File: src/rtl/uart_rx_fifo.sv
// 8N1 UART receiver with a small receive FIFO and a valid/ready byte output.
// Optional 8E1 framing with live PERR when UART_RX_PARITY_EN is defined.
module uart_rx_fifo #(
    parameter int unsigned CLK_FREQ   = 12_000_000,
    parameter int unsigned BAUD       = 115200,
    parameter int unsigned FIFO_DEPTH = 4
) (
    input  logic       CLK,
    input  logic       RST,
    input  logic       RXD,
    output logic [7:0] DATA,
    output logic       VALID,
    input  logic       READY,
    output logic       FERR,
    output logic       OVR,
    output logic       PERR
);

    localparam int unsigned BIT_CYC  = CLK_FREQ / BAUD;
    localparam int unsigned HALF_CYC = BIT_CYC / 2;
    localparam int unsigned CNT_W    = $clog2(BIT_CYC);
    localparam int unsigned PTR_W    = $clog2(FIFO_DEPTH);
    localparam int unsigned FCNT_W   = PTR_W + 1;

    typedef enum logic [2:0] {
        S_IDLE,
        S_START,
        S_DATA,
        S_PARITY,
        S_STOP,
        S_BREAK
    } state_t;

    state_t             state_q;
    logic               rx_meta_q, rxs_q;
    logic [CNT_W-1:0]   cnt_q;
    logic [2:0]         idx_q;
    logic [7:0]         shift_q;
    logic               ferr_q, ovr_q;
`ifdef UART_RX_PARITY_EN
    logic               par_bad_q, perr_q;
`endif

    logic [7:0]         mem_q [FIFO_DEPTH];
    logic [PTR_W-1:0]   wptr_q, rptr_q, wptr_d, rptr_d;
    logic [FCNT_W-1:0]  count_q, count_d;
    logic [7:0]         data_q, data_d;
    logic               valid_q;

    logic               tick_c, push_c, pop_c, push_ok_c;

    assign tick_c    = (cnt_q == '0);
    assign push_c    = (state_q == S_STOP) && tick_c && rxs_q;
    assign pop_c     = valid_q && READY;
    assign push_ok_c = push_c && ((count_q != FCNT_W'(FIFO_DEPTH)) || pop_c);

    // Two-flop synchroniser on the asynchronous serial line
    always_ff @(posedge CLK) begin
        if (RST) begin
            rx_meta_q <= 1'b1;
            rxs_q     <= 1'b1;
        end else begin
            rx_meta_q <= RXD;
            rxs_q     <= rx_meta_q;
        end
    end

    // Frame receiver FSM
    always_ff @(posedge CLK) begin
        if (RST) begin
            state_q <= S_IDLE;
            cnt_q   <= '0;
            idx_q   <= '0;
            shift_q <= '0;
            ferr_q  <= 1'b0;
`ifdef UART_RX_PARITY_EN
            par_bad_q <= 1'b0;
            perr_q    <= 1'b0;
`endif
        end else begin
            ferr_q <= 1'b0;
`ifdef UART_RX_PARITY_EN
            perr_q <= 1'b0;
`endif
            case (state_q)
                S_IDLE: begin
                    if (!rxs_q) begin
                        state_q <= S_START;
                        cnt_q   <= CNT_W'(HALF_CYC - 1);
                    end
                end
                S_START: begin
                    if (!tick_c) begin
                        cnt_q <= cnt_q - CNT_W'(1);
                    end else if (rxs_q) begin
                        state_q <= S_IDLE;
                    end else begin
                        cnt_q   <= CNT_W'(BIT_CYC - 1);
                        idx_q   <= '0;
                        state_q <= S_DATA;
                    end
                end
                S_DATA: begin
                    if (!tick_c) begin
                        cnt_q <= cnt_q - CNT_W'(1);
                    end else begin
                        shift_q <= {rxs_q, shift_q[7:1]};
                        cnt_q   <= CNT_W'(BIT_CYC - 1);
                        idx_q   <= idx_q + 3'd1;
                        if (idx_q == 3'd7) begin
`ifdef UART_RX_PARITY_EN
                            state_q <= S_PARITY;
`else
                            state_q <= S_STOP;
`endif
                        end
                    end
                end
`ifdef UART_RX_PARITY_EN
                S_PARITY: begin
                    if (!tick_c) begin
                        cnt_q <= cnt_q - CNT_W'(1);
                    end else begin
                        par_bad_q <= (rxs_q != ^shift_q);
                        cnt_q     <= CNT_W'(BIT_CYC - 1);
                        state_q   <= S_STOP;
                    end
                end
`endif
                S_STOP: begin
`ifdef UART_RX_PARITY_EN
                    // Registered so the pulse lands on the stop-tick cycle itself
                    perr_q <= par_bad_q && (cnt_q == CNT_W'(1));
`endif
                    if (!tick_c) begin
                        cnt_q <= cnt_q - CNT_W'(1);
                    end else if (rxs_q) begin
                        state_q <= S_IDLE;
                    end else begin
                        ferr_q  <= 1'b1;
                        state_q <= S_BREAK;
                    end
                end
                S_BREAK: begin
                    if (rxs_q) begin
                        state_q <= S_IDLE;
                    end
                end
                default: state_q <= S_IDLE;
            endcase
        end
    end

    // FIFO pointer/count/head next-state; head is the byte at rptr_d
    always_comb begin
        wptr_d  = wptr_q + (push_ok_c ? PTR_W'(1) : PTR_W'(0));
        rptr_d  = rptr_q + (pop_c ? PTR_W'(1) : PTR_W'(0));
        count_d = count_q + (push_ok_c ? FCNT_W'(1) : FCNT_W'(0))
                          - (pop_c ? FCNT_W'(1) : FCNT_W'(0));
        data_d  = data_q;
        if (push_ok_c && ((count_q == '0) || ((count_q == FCNT_W'(1)) && pop_c))) begin
            data_d = shift_q;
        end else if (pop_c && (count_d != '0)) begin
            data_d = mem_q[rptr_d];
        end
    end

    always_ff @(posedge CLK) begin
        if (push_ok_c) begin
            mem_q[wptr_q] <= shift_q;
        end
    end

    always_ff @(posedge CLK) begin
        if (RST) begin
            wptr_q  <= '0;
            rptr_q  <= '0;
            count_q <= '0;
            data_q  <= '0;
            valid_q <= 1'b0;
            ovr_q   <= 1'b0;
        end else begin
            wptr_q  <= wptr_d;
            rptr_q  <= rptr_d;
            count_q <= count_d;
            data_q  <= data_d;
            valid_q <= (count_d != '0);
            ovr_q   <= push_c && !push_ok_c;
        end
    end

    assign DATA  = data_q;
    assign VALID = valid_q;
    assign FERR  = ferr_q;
    assign OVR   = ovr_q;
`ifdef UART_RX_PARITY_EN
    assign PERR  = perr_q;
`else
    assign PERR  = 1'b0;
`endif

endmodule
File: config.mk
export PLATFORM = sky130hd
export DESIGN_NAME = uart_rx_fifo
export DESIGN_NICKNAME = d
export VERILOG_FILES = /design/src/rtl/uart_rx_fifo.sv
export SDC_FILE = /design/constraint.sdc
export NUM_CORES = 1
export LEC_CHECK = 0
export BUFFER_PORTS_ARGS = -buffer_cell sky130_fd_sc_hd__buf_2
export CORE_ASPECT_RATIO = 1.4
export CORE_UTILIZATION = 60
export DETAILED_ROUTE_END_ITERATION = 10
export GPL_ROUTABILITY_DRIVEN = 0
export GPL_TIMING_DRIVEN = 1
export PLACE_DENSITY = 0.76
export SYNTH_ARGS = -nofsm -noshare
export SYNTH_HDL_FRONTEND = slang
export SYNTH_SLANG_ARGS = --single-unit
File: constraint.sdc
create_clock -name CLK -period 3.7 [get_ports CLK]
set_input_delay 0.555 -clock CLK [delete_from_list [all_inputs] [get_ports CLK]]
set_output_delay 0.555 -clock CLK [all_outputs]
set_load 0.005 [all_outputs]
### After elaboration in Yosys (flattened, before gate mapping)

Memories as Yosys holds them, arrays and structs flattened.
Index checks and enable logic that the tools add are counted.

| storage, ports and cells | value |
|---|---|
| memory bits (writable) | 32 |
| logic and storage cells | 89 |
| output and inout bits | 12 |
| memories kept | 1 |
| input port bits | 4 |
| register bits after elaboration | 41 |

Memory list:

| memory | depth | bits a word | read ports | clocked after memory_dff | write ports | line | text |
|---|---|---|---|---|---|---|---|
| mem_q | 4 | 8 | 1 | 0 | 1 | 44 | `logic [7:0] mem_q [FIFO_DEPTH];` |

| operators by class | value |
|---|---|
| bitwise operators | 2 |
| equal/unequal tests | 16 |
| add/sub/neg operators | 6 |
| mux-type cells | 28 |
| reduce and logical (&&, ||, !) cells | 23 |

Operators by type and width:

| cell | number |
|---|---|
| $mux 7 | 5 |
| $mux 3 | 10 |
| $pmux 7 s4 | 1 |
| $mux 8 | 2 |
| $ne 2x2->1 const B | 8 |
| $pmux 3 s5 | 1 |
| $eq 3x3->1 const B | 3 |
| $logic_and 1x1->1 | 8 |
| $reduce_and 4->1 | 2 |
| $logic_not 7->1 | 1 |
| $mux 1 | 7 |
| $sub 7x1->7 const B | 1 |
| $eq 3x1->1 const B | 2 |
| $logic_not 3->1 | 2 |
| $ne 3x3->1 const B | 2 |
| $pmux 3 s2 | 1 |
| $reduce_and 6->1 | 1 |
| $add 2x1->2 | 2 |
| $reduce_bool 2->1 | 2 |
| $reduce_bool 4->1 | 1 |
| $add 3x1->3 | 1 |
| $add 3x1->3 const B | 1 |
| $eq 3x2->1 const B | 1 |
| $reduce_bool 3->1 | 1 |
| other kinds (7) | 9 |

### Longest topological paths before layout

Gate-level depths: netlist of run 1.

| logic depth | value |
|---|---|
| depth after elaboration | 11 |
| depth in mapped cells | 14 |

### Worst setup path before layout of run 1

Ideal clock, no wire load.

| timing path | value |
|---|---|
| kind | flip-flop to flip-flop |
| start | register cnt_q[0] |
| end | register data_q[0] (netlist: DATA[0]) |
| arrival | 3.212 ns |
| slack | 0.356 ns |
| clock period less this slack | 3.344 ns |
| data required time | 3.567 ns |
| setup time | 0.133 ns |
| stages on the path, launching flop included | 15 |
| path buffers | 1 |
| path through | dfxtp_1 > inv_1 > ha_1 > nor3b_2 > buf_2 > nand4_1 > nand2b_1 > ha_1 > inv_1 > ha_1 > fa_1 > xor3_1 > a21oi_2 > mux2i_1 > o2bb2ai_1 |

| on the way | value |
|---|---|
| longest elaborated chain between the ends | 10 |

Ends and longest elaborated chain:

| element | line | text |
|---|---|---|
| from (decl) | 36 | `logic [CNT_W-1:0] cnt_q;` |
| from (signal assigned) | 89 | `cnt_q <= CNT_W'(HALF_CYC - 1);` |
| from (signal assigned) | 94 | `cnt_q <= cnt_q - CNT_W'(1);` |
| from (signal assigned) | 98 | `cnt_q <= CNT_W'(BIT_CYC - 1);` |
| $logic_not 7->1 (*) | 52 | `assign tick_c = (cnt_q == '0);` |
| $logic_and 1x1->1 (*) (2 in a row) | 53 | `assign push_c = (state_q == S_STOP) && tick_c && rxs_q;` |
| $logic_and 1x1->1 (*) | 55 | `assign push_ok_c = push_c && ((count_q != FCNT_W'(FIFO_DEPTH)) \|\| pop_c);` |
| $mux 1 | 158 | `count_d = count_q + (push_ok_c ? FCNT_W'(1) : FCNT_W'(0))` |
| $add 3x1->3 | 158 |  |
| $sub 3x1->3 | 159 | `- (pop_c ? FCNT_W'(1) : FCNT_W'(0));` |
| $reduce_bool 3->1 | 163 | `end else if (pop_c && (count_d != '0)) begin` |
| $logic_and 1x1->1 | 163 |  |
| $reduce_bool 2->1 (no line) | -- |  |
| to (signal assigned) | 186 | `data_q <= data_d;` |
| to (decl) | 47 | `logic [7:0] data_q, data_d;` |

Every way passes the cells marked *; elsewhere a longest branch is shown, timed or not.
A chain may end at the register's enable or synchronous reset.

### Worst setup path in the final report of run 1

| timing path | value |
|---|---|
| start | register cnt_q[0] |
| end | register data_q[3] (netlist: DATA[3]) |

Same word-level chain as after synthesis.

==> summary.txt, run 1 <==
Setup path
  • Required @ worst endpoint: 3.88 ns
  • Worst-path fanout max: 8
  • Max incr delay on CP: between 0.3 and 0.4 ns
  • WP data arrival: 3.44 ns
  • Type of destination of the critical path: flop
  • CP cell instances: inv_1, ha_1, nor3b_2, nand4_1, nand2b_1, ha_1, inv_1, ha_1, fa_1, xor3_1, a21oi_2, buf_4, mux2i_1, o2bb2ai_1
  • Crit path kind: reg -> reg
  • Crit-path slowest cell: fa_1
  • Worst path most repeated cell: ha_1
  • Setup crit start kind: flop

Routing
  • Avg WL per Cell: about 17 µm
  • DR pass1 iterations: 4
  • Met2 WL: about 3400 µm
  • Via count: approximately 2200
  • 1st-iter DRT viols: 72
  • Via density: 6.02
  • DRC: 0
  • ANT nets after route: 0
  • Met1 Wirelength: roughly 2600 µm
  • Final WL: ~6000 µm
  • Met3 routed WL: about 170 µm
  • Top routing layer in use: met4

Global route
  • Total gr overflow: 0
  • Initial antenna violation count: 0
  • Vias in the first global route: approximately 2100
  • Largest net degree at the start of global routing: 39
  • Gr usage total: between 20% and 30%
  • First-pass GRT wire length: approximately 10000 µm

Synthesis
  • Synthesized cell area: 3290 µm²
  • Synth async-reset ratio: 0%
  • Synthesized Nets: 281
  • Cell count after synthesis: 268
  • Synthesized area per cell: between 10 and 15 µm²
  • Synth Register Bits: 73
  • Register area share after synthesis: between 50% and 60%
  • Post-synth EDFFs: 32
  • Yosys warning count: 0
  • Distinct cells, synth: 56
  • Primary FF master, synth: dfxtp_1

Final layout
  • Design area: 3590 µm²
  • Core Util, Final: between 60% and 70%
  • Share of post-route cells with drive strength above 1: between 10% and 20%
  • N_diodes: 0
  • Finished Layout Cells: around 360
  • Area grow syn2layout: 9.05%
  • # nets final: 300
  • Fillers: slightly above 400

Pwr
  • Pwr/cell area: about 530 nW/µm²
  • Psw: around 550 µW
  • Total power: between 1.5 and 2 mW
  • Clk network pwr share: a little over a quarter
  • Int Pwr: between 1 and 1.5 mW
  • Leak: between 1 and 1.5 nW
  • Maximum vdd drop: ~0.00026 V
  • Comb pwr share: 24.7%
  • Sw frac: ~29%
  • Reg power frac: between 40 and 50%

Clock network
  • Worst-path clk slew: approximately 0.07 ns
  • Buffer depth of the longest clock path: 2
  • CTS tree: built
  • Clock Latency Late Sink: 0.33 ns
  • Total CTS buffers: 9
  • H-Tree Depth: 3
  • CTS Sinks: 73
  • Post-CTS setup repair buffer count: 0
  • Resize count post-CTS: 0
  • CTS root buffer: clkbuf_8
  • Hold-fix buffer count after cts: 0

Timing
  • Final min period: around 3.3 ns
  • RSZ-0062 raised after global routing: false
  • Worst-Margin Slew: approximately 0.94 ns
  • Setup violations, final: 0
  • Tcrit/Tclk final: between 80% and 90%
  • Slew Viols, Final: 0
  • Max Fclk: 0.307 GHz
  • Slew margin rel.: 37.3%
  • Setup Skew: a little over 0.008 ns
  • Setup TNS: 0 ns
  • Final hold vios: 0

Floorplan
  • Core area: between 5000 and 6000 µm²
  • Die height: around 90 µm
  • Cell Rows: 31
  • I/O pin count: 16
  • Starting density of the core: 62.8%
  • Die area: between 5000 and 6000 µm²
  • Die Wd: around 65 µm

Place
  • Number of I/O port buffers: 14
  • Area after DPL: around 3400 µm²
  • DPL Wire Length: 4330 µm
  • Placed Instances: roughly 340

Status
  • Outcome: finished, final reports clean

Run
  • # Max-Cap Violations: 0

Min path
  • Hold Path Class: in -> reg
## synthesized netlist by cell type (3+ instances only)
cell	number	area [µm²]
a211o_1	3	26.3
a21oi_1	7	35.0
a21oi_2	3	26.3
a31oi_1	6	37.5
buf_2	5	25.0
clkbuf_1	6	22.5
dfxtp_1	41	821
edfxtp_1	32	961
ha_1	8	100
inv_1	8	30.0
mux2i_1	17	170
mux4_2	8	180
nand2_1	5	18.8
nand2b_1	4	25.0
nor2_1	24	90.1
nor2b_1	6	37.5
nor3_1	8	40.0
nor3b_1	6	45.0
o21ai_0	4	20.0
o2bb2ai_1	8	70.1
or2_2	4	25.0
or3_1	3	18.8
or3b_2	4	35.0
xnor2_1	3	26.3
## path summary, 6_finish.rpt
| path | startpoint | endpoint | slack (ns) | cells after the start |
|---|---|---|---|---|
| worst min-delay path | RXD | rx_meta_q | 0.40 | 2 |
| worst max-delay path | cnt_q[0] | DATA[3] | 0.44 | 14 |
| worst min register to register | rx_meta_q | rxs_q | 0.41 | 1 |
| worst max register to register | cnt_q[0] | DATA[3] | 0.44 | 14 |
## layout by cell type, fill, tap and decap left out, types with 5 or more instances in the layout
cell type	n
dfxtp_1	41
edfxtp_1	32
nor2_1	24
mux2i_1	17
buf_2	14
clkbuf_8	9
buf_4	9
inv_1	8
nor3_1	8
mux4_2	8
o2bb2ai_1	8
ha_1	8
a21oi_1	7
nor3b_1	6
a31oi_1	6
nor2b_1	6
nand2_1	5
## layout make-up
class | count | area (µm²) | share of cell area, %
Clock buffer | 13 | 139 | 3.87
Sequential cell | 73 | 1780 | 49.7
Tap cell | 66 | 82.6 | 2.30
Inverter | 8 | 30.0 | 0.837
Multi-Input combinational cell | 172 | 1400 | 38.9
Timing Repair Buffer | 23 | 138 | 3.84
Clock inverter | 3 | 20.0 | 0.558
## metrics by stage
step           setup WS, ns  hold slack (ns)
3_3_place_gp          0.601            0.396
6_report              0.444            0.403
4_1_cts               0.438            0.385
3_5_place_dp          0.461            0.395
5_1_grt               0.138            0.383
2_1_floorplan         0.356            0.389
## power groups by stage
stage / Clock [mW] / Sequential, mW / Combinational [mW]
after floorplan: 0 / 0.933 / 0.364
after global placement: 0 / 0.937 / 0.462
after detailed placement: 0 / 0.938 / 0.473
after CTS: 0.522 / 0.921 / 0.474
after global routing: 0.559 / 0.926 / 0.518
final: 0.509 / 0.922 / 0.469
## per-layer routing
layer  track usage [%]  up-vias
met4              9.90        0
met2              44.2       38
met3              4.42        2
li1                  -     1052
met5                 0        -
met1              26.8     1064
## cell families after synthesis
| logic type | Yosys count | share of synthesized area [%] |
|---|---|---|
| buf+inv | 23 | 3.39 |
| mux | 25 | 10.7 |
| xor+xnor | 5 | 1.79 |
| compound gates | 52 | 12.0 |
| other cells | 1 | 0.114 |
| flops | 73 | 54.2 |
| fa+ha+maj | 9 | 3.65 |
| simple gates | 80 | 14.3 |
## worst max-delay path: cells and delay by family, from the launching register on
| kind | cells | cell delay, ns |
|---|---|---|
| flops | 1 | 0.33 |
| simple gates | 3 | 0.72 |
| fa+ha+maj | 4 | 1.04 |
| xor+xnor | 1 | 0.24 |
| compound gates | 2 | 0.22 |
| mux | 1 | 0.22 |
| buf+inv | 3 | 0.34 |
## flip-flops by register name, indices dropped and copies added (netlist names), 2 cells and up
name and count:
mem_q 32, DATA 8, shift_q 8, cnt_q 7, count_q 3, idx_q 3
state_q 3, rptr_q 2, wptr_q 2
Note: power is estimated with default switching activity, not from simulation.
==> run 2: changes to the inputs <==
==> constraint.sdc (replaced) <==
create_clock -name CLK -period 3.6 [get_ports CLK]
set_input_delay 0.36 -clock CLK [delete_from_list [all_inputs] [get_ports CLK]]
set_output_delay 0.36 -clock CLK [all_outputs]
set_load 0.005 [all_outputs]
==> run 2 against run 1 <==
Cell count increased by 0.28%. Largest cell class unchanged. Worst hold slack got worse by 0.20 ns. Critical endpoint is now DATA[0]. Largest power group unchanged. Highest routed layer unchanged. Critical path depth unchanged. Utilization increased by 0.22 points.
==> summary.txt, run 2 (synthesized netlist as in run 1, its figures left out) <==
Status
  • Outcome: finished, final reports clean

Final layout
  • Largest Register: mem_q
  • Area grow syn2layout: 9.40%
  • Share of post-route cells with drive strength above 1: 21.2% (+1.3 points)
  • N_diodes: 0 (unchanged)
  • Largest register FFs: 32 (unchanged)
  • Fillers: 396 (-4.3%)
  • Finished Layout Cells: 359 (+0.28%)
  • Commonest non-fill, non-tap cells in the layout: 41 x dfxtp_1, 32 x edfxtp_1, 24 x nor2_1
  • # nets final: 301 (+0.33%)
  • Most common cell after layout, fill and taps aside: dfxtp_1
  • Core Util, Final: 68.7% (+0.22 points)

Min path
  • Worst Hold Depth: 2 (unchanged)
  • Hold path startpoint: RXD
  • Hold Path End: rx_meta_q
  • Hold Path Class: in -> reg

Place
  • DPL Wire Length: 4300 µm (-0.63%)
  • Number of I/O port buffers: 14 (unchanged)
  • Placed Instances: 343 (+0.29%)

Setup path
  • Setup crit start kind: flop
  • Type of destination of the critical path: flop
  • WP data arrival: 3.41 ns (-0.03 ns)
  • RR Startpoint: cnt_q[0]
  • R2r setup slk: 0.38 ns (-0.06 ns)
  • Required @ worst endpoint: 3.79 ns (-0.09 ns)
  • Worst-path fanout max: 8 (unchanged)
  • Crit path kind: reg -> reg
  • Crit path from: cnt_q[0]
  • RR Endpoint: DATA[0]
  • Cells on worst reg2reg path: 14 (unchanged)

Clock network
  • Buffer depth of the longest clock path: 2 (unchanged)
  • H-Tree Depth: 3 (unchanged)
  • Hold-fix buffer count after cts: 0 (unchanged)
  • CTS tree: built
  • Clock Latency Late Sink: 0.34 ns (about the same)
  • CTS Sinks: 73 (unchanged)
  • CTS root buffer: clkbuf_8
  • Post-CTS setup repair buffer count: 0 (unchanged)
  • Resize count post-CTS: 0 (unchanged)
  • Total CTS buffers: 9 (unchanged)
  • Worst-path clk slew: 0.07 ns (about the same)

Timing
  • Slew margin rel.: 35.9% (-1.4 points)
  • Final hold vios: 0 (unchanged)
  • Slew Viols, Final: 0 (unchanged)
  • Max Fclk: 0.311 GHz (+1.2%)
  • RSZ-0062 raised after global routing: false
  • Setup Skew: 0.00882 ns (+0.000568 ns)
  • Setup violations, final: 0 (unchanged)
  • Tcrit/Tclk final: 89.4% (+1.4 points)
  • Worst-Margin Slew: 0.959 ns (+0.0211 ns)
  • Setup TNS: 0 ns (unchanged)
  • Final min period: 3.22 ns (-0.0391 ns)

Floorplan
  • Die area: 5790 µm² (unchanged)
  • Core area: 5240 µm² (unchanged)
  • Die height: 89.6 µm (unchanged)
  • Die Wd: 64.6 µm (unchanged)
  • I/O pin count: 16 (unchanged)
  • Starting density of the core: 62.8% (unchanged)
  • Cell Rows: 31 (unchanged)

Routing
  • DR pass1 iterations: 4 (unchanged)
  • Met1 Wirelength: 2550 µm (-0.97%)
  • 1st-iter DRT viols: 156 (+120%)
  • Via density: 6.04 (+0.32%)
  • Avg WL per Cell: 17.2 µm (-0.18%)
  • DRC: 0 (unchanged)
  • Final WL: 6180 µm (about the same)
  • Via count: 2169 (+0.60%)
  • Top routing layer in use: met4
  • Met2 WL: 3340 µm (-1.6%)
  • Met3 routed WL: 201 µm (+17%)
  • ANT nets after route: 0 (unchanged)

Global route
  • Initial antenna violation count: 0 (unchanged)
  • First-pass GRT wire length: 9750 µm (-3.7%)
  • Largest net degree at the start of global routing: 39 (unchanged)
  • Total gr overflow: 0 (unchanged)
  • Vias in the first global route: 2035 (-2.2%)
  • Gr usage total: 23.3% (-0.51 points)

Pwr
  • Leak: 1.31 nW (+0.96%)
  • Maximum vdd drop: 0.000233 V (-11%)
  • Pwr/cell area: 545 nW/µm² (+3.0%)
  • Total power: 1.96 mW (+3.3%)

Run
  • # Max-Cap Violations: 0 (unchanged)
==> run 2: cell types whose count changed in the layout (fill, tap and decap cells not counted) <==
cell / change
clkinv_2: +3
buf_4: +1
clkbuf_1: -3
==> run 2: final cells by class <==
type / count / area (µm²) / share of cell area, %
Tap cell: 66 / 82.6 / 2.29
Clock buffer: 10 / 128 / 3.55
Sequential cell: 73 / 1780 / 49.5
Clock inverter: 6 / 35.0 / 0.974
Timing Repair Buffer: 24 / 145 / 4.03
Multi-Input combinational cell: 172 / 1400 / 38.8
Inverter: 8 / 30.0 / 0.834
==> run 2: through the flow <==
step | setup WS, ns | cell area [µm²] | hold slack [ns]
CTS | 0.369 | 3600 | 0.192
global route | 0.139 | 3600 | 0.189
finish | 0.383 | 3600 | 0.204
detailed placement | 0.398 | 3440 | 0.398
floorplan | 0.256 | 3290 | 0.389
global placement | 0.521 | 3440 | 0.393
==> run 2: how the worst max path moves through the flow <==
stage	end	depth (start not counted)	slack (ns)
finish	DATA[0]	14	0.38
global route	DATA[0]	14	0.14
CTS	DATA[0]	14	0.37
detailed placement	DATA[0]	14	0.40
global placement	DATA[6]	14	0.52
floorplan	DATA[0]	14	0.26
==> run 2: power breakdown <==
part           leakage (nW)  switching [mW]  total [mW]  internal, mW
sequential            0.630          0.0359       0.945         0.909
combinational         0.599           0.253       0.486         0.232
clock                0.0835           0.286       0.531         0.245
total                  1.31           0.576        1.96          1.39
==> run 2: worst max-delay path, cell delays in order, from the launching register on <==
cell and delay [ns]:
dfxtp_1 0.33, inv_1 0.10, ha_1 0.17, nor3b_2 0.21
nand4_1 0.20, nand2b_1 0.27, ha_1 0.30, inv_1 0.04
ha_1 0.18, fa_1 0.38, xor3_1 0.24, a21oi_2 0.13
buf_4 0.20, mux2i_1 0.24, o2bb2ai_1 0.09
==> run 2: per-layer routing <==
layer,vias to the layer above,global-route usage [%]
li1,1057,-
met1,1057,26.4
met2,46,41.2
met3,9,5.68
met4,0,11.3
met5,-,0
==> run 3: changes to the inputs <==
--- a/config.mk
+++ b/config.mk
@@ -12,6 +12,8 @@
 export GPL_ROUTABILITY_DRIVEN = 0
 export GPL_TIMING_DRIVEN = 1
 export PLACE_DENSITY = 0.76
+export SETUP_SLACK_MARGIN = 0.4
 export SYNTH_ARGS = -nofsm -noshare
 export SYNTH_HDL_FRONTEND = slang
 export SYNTH_SLANG_ARGS = --single-unit
+export TNS_END_PERCENT = 1
==> run 3 against run 2 <==
Count of clock-buffer cells in the layout did not move. First-iteration DRC count fell by 28%. Non-clock buffer count rose by 4. Worst hold slack got worse by 0.0082 ns. Fmax rose by 3.0%. Clock power rose by 27%. Utilization rose by 2.9 points. Sequential cell count did not move. Sequential power rose by 0.4%. Cell count rose by 1.1%. Die area did not move. Largest cell class unchanged. Highest routed layer unchanged.
==> summary.txt, run 3 (synthesized netlist as in run 1, its figures left out) <==
Status
  • Outcome: finished, final reports clean

Timing
  • Setup TNS: 0 ns (unchanged)
  • Worst-Margin Slew: 0.950 ns (-0.00899 ns)
  • Tcrit/Tclk final: 86.8% (-2.6 points)
  • Setup Skew: 0.00835 ns (-0.000470 ns)
  • Slew Viols, Final: 0 (unchanged)
  • Max Fclk: 0.320 GHz (+3.0%)
  • Final hold vios: 0 (unchanged)
  • Setup violations, final: 0 (unchanged)
  • Slew margin rel.: 36.5% (+0.60 points)
  • RSZ-0062 raised after global routing: false
  • Final min period: 3.12 ns (-0.0937 ns)

Final layout
  • # nets final: 305 (+1.3%)
  • Finished Layout Cells: 363 (+1.1%)
  • Largest Register: mem_q
  • Fillers: 376 (-5.1%)
  • Share of post-route cells with drive strength above 1: 25.6% (+4.4 points)
  • Core Util, Final: 71.6% (+2.9 points)
  • Largest register FFs: 32 (unchanged)
  • Most common cell after layout, fill and taps aside: dfxtp_1
  • Commonest non-fill, non-tap cells in the layout: 39 x dfxtp_1, 32 x edfxtp_1, 24 x nor2_1
  • N_diodes: 0 (unchanged)
  • Area grow syn2layout: 14.0%

Setup path
  • R2r setup slk: 0.48 ns (+0.09 ns)
  • Cells on worst reg2reg path: 14 (unchanged)
  • Setup crit start kind: flop
  • RR Startpoint: cnt_q[0]
  • Worst path most repeated cell: ha_4
  • Crit-path slowest cell: xor3_2
  • Family with the most delay on the worst path: adder cells
  • Worst-path fanout max: 8 (unchanged)
  • Max incr delay on CP: 0.44 ns (+0.06 ns)
  • Crit path buffers/inverters: 3 (unchanged)
  • Levels on crit path: 14 (unchanged)
  • RR Endpoint: DATA[2]
  • Required @ worst endpoint: 3.81 ns (+0.02 ns)
  • CP cell instances: inv_2, ha_4, nor3b_4, nand4_1, nand2b_4, ha_4, inv_1, ha_2, fa_2, xor3_2, a21oi_4, buf_12, mux2i_1, o2bb2ai_1
  • Type of destination of the critical path: flop
  • Crit path from: cnt_q[0]
  • Crit path kind: reg -> reg
  • WP data arrival: 3.33 ns (-0.08 ns)
  • Critical Path Sink: DATA[2]

Floorplan
  • Core area: 5240 µm² (unchanged)
  • Starting density of the core: 62.8% (unchanged)
  • Die height: 89.6 µm (unchanged)
  • Cell Rows: 31 (unchanged)
  • Die area: 5790 µm² (unchanged)
  • I/O pin count: 16 (unchanged)
  • Die Wd: 64.6 µm (unchanged)

Global route
  • Largest net degree at the start of global routing: 39 (unchanged)
  • Total gr overflow: 0 (unchanged)
  • Vias in the first global route: 2102 (+3.3%)
  • Gr usage total: 24.0% (+0.71 points)
  • Initial antenna violation count: 0 (unchanged)
  • First-pass GRT wire length: 10100 µm (+3.5%)

Pwr
  • Pwr/cell area: 580 nW/µm² (+6.4%)
  • Maximum vdd drop: 0.000401 V (+72%)
  • Leak: 1.38 nW (+5.1%)

Min path
  • Hold Path Class: in -> reg

Clock network
  • CTS tree: built
  • H-Tree Depth: 3 (unchanged)
  • Buffer depth of the longest clock path: 2 (unchanged)
  • CTS Sinks: 73 (unchanged)
  • Total CTS buffers: 9 (unchanged)
  • Worst-path clk slew: 0.07 ns (about the same)
  • CTS root buffer: clkbuf_8
  • Clock Latency Late Sink: 0.34 ns (about the same)

Run
  • # Max-Cap Violations: 0 (unchanged)

Routing
  • Final WL: 6440 µm (+4.3%)
  • Via density: 6.01 (-0.51%)
  • Avg WL per Cell: 17.7 µm (+3.1%)
  • DR pass1 iterations: 5 (+1)
  • 1st-iter DRT viols: 113 (-28%)
  • ANT nets after route: 0 (unchanged)
  • Via count: 2182 (+0.60%)
  • DRC: 0 (unchanged)

Place
  • Number of I/O port buffers: 14 (unchanged)
  • DPL Wire Length: 4320 µm (+0.33%)
  • Placed Instances: 342 (-0.29%)
-- run 3: cell count changes in the layout (fill, tap and decap cells not counted), moves of 2 or more --
cell | before | now
dfxtp_1 | 41 | 39
ha_1 | 8 | 5
inv_1 | 8 | 6
dfxtp_2 | 0 | 2
clkinv_2 | 3 | 1
ha_4 | 0 | 2
bufinv_16 | 0 | 2
buf_4 | 10 | 13
-- run 3: worst min-delay path by stage --
stage / start / endpoint / cells after the start / slack (ns)
after global placement: rx_meta_q / rxs_q / 1 / 0.39
after global routing: RXD / rx_meta_q / 2 / 0.19
after detailed placement: rx_meta_q / rxs_q / 1 / 0.39
after CTS: RXD / rx_meta_q / 2 / 0.18
final: RXD / rx_meta_q / 2 / 0.20
after floorplan: rx_meta_q / rxs_q / 1 / 0.39
-- run 3: per-stage QoR --
stage | instance area (µm²) | power [mW] | worst slack, ns | hold WS (ns)
detailed placement | 3440 | 1.46 | 0.389 | 0.395
CTS | 3670 | 2.15 | 0.503 | 0.184
global placement | 3440 | 1.44 | 0.503 | 0.392
finish | 3750 | 2.18 | 0.477 | 0.196
floorplan | 3310 | 1.35 | 0.409 | 0.389
global route | 3750 | 2.27 | 0.377 | 0.193
-- run 3: area by class of cell --
cell class	instances	area, µm²	area share [%]
clock buffers	10	128	3.40
clock inverters	6	81.3	2.17
flip-flops and latches	73	1780	47.6
well taps	66	82.6	2.20
repair buffers	28	188	5.01
multi-input cells	172	1450	38.8
inverters	8	32.5	0.868
-- run 3: repair_timing --
| item | CTS | global route |
|---|---|---|
| endpoints found under the setup margin | 7 | 8 |
| buffers inserted | 1 | 4 |
| pin swaps | 1 | 5 |
| hold buffers | 0 | 0 |
| gates resized for setup | 0 | 14 |
-- run 3: power breakdown --
group          leakage, nW  switching, mW  internal [mW]
Sequential           0.630         0.0399          0.909
Combinational        0.643          0.283          0.268
Clock                0.106          0.289          0.387
Total                 1.38          0.612           1.56
-- run 3: layer usage --
layer | wire, µm | part of all wire (%) | GRT usage, % | up-vias
li1 | - | - | - | 1068
met1 | 2510 | 39 | 25.8 | 1045
met2 | 3520 | 55 | 43.9 | 53
met3 | 222 | 3.4 | 4.92 | 16
met4 | 186 | 2.9 | 13.3 | 0
met5 | 0 | 0 | 0 | -
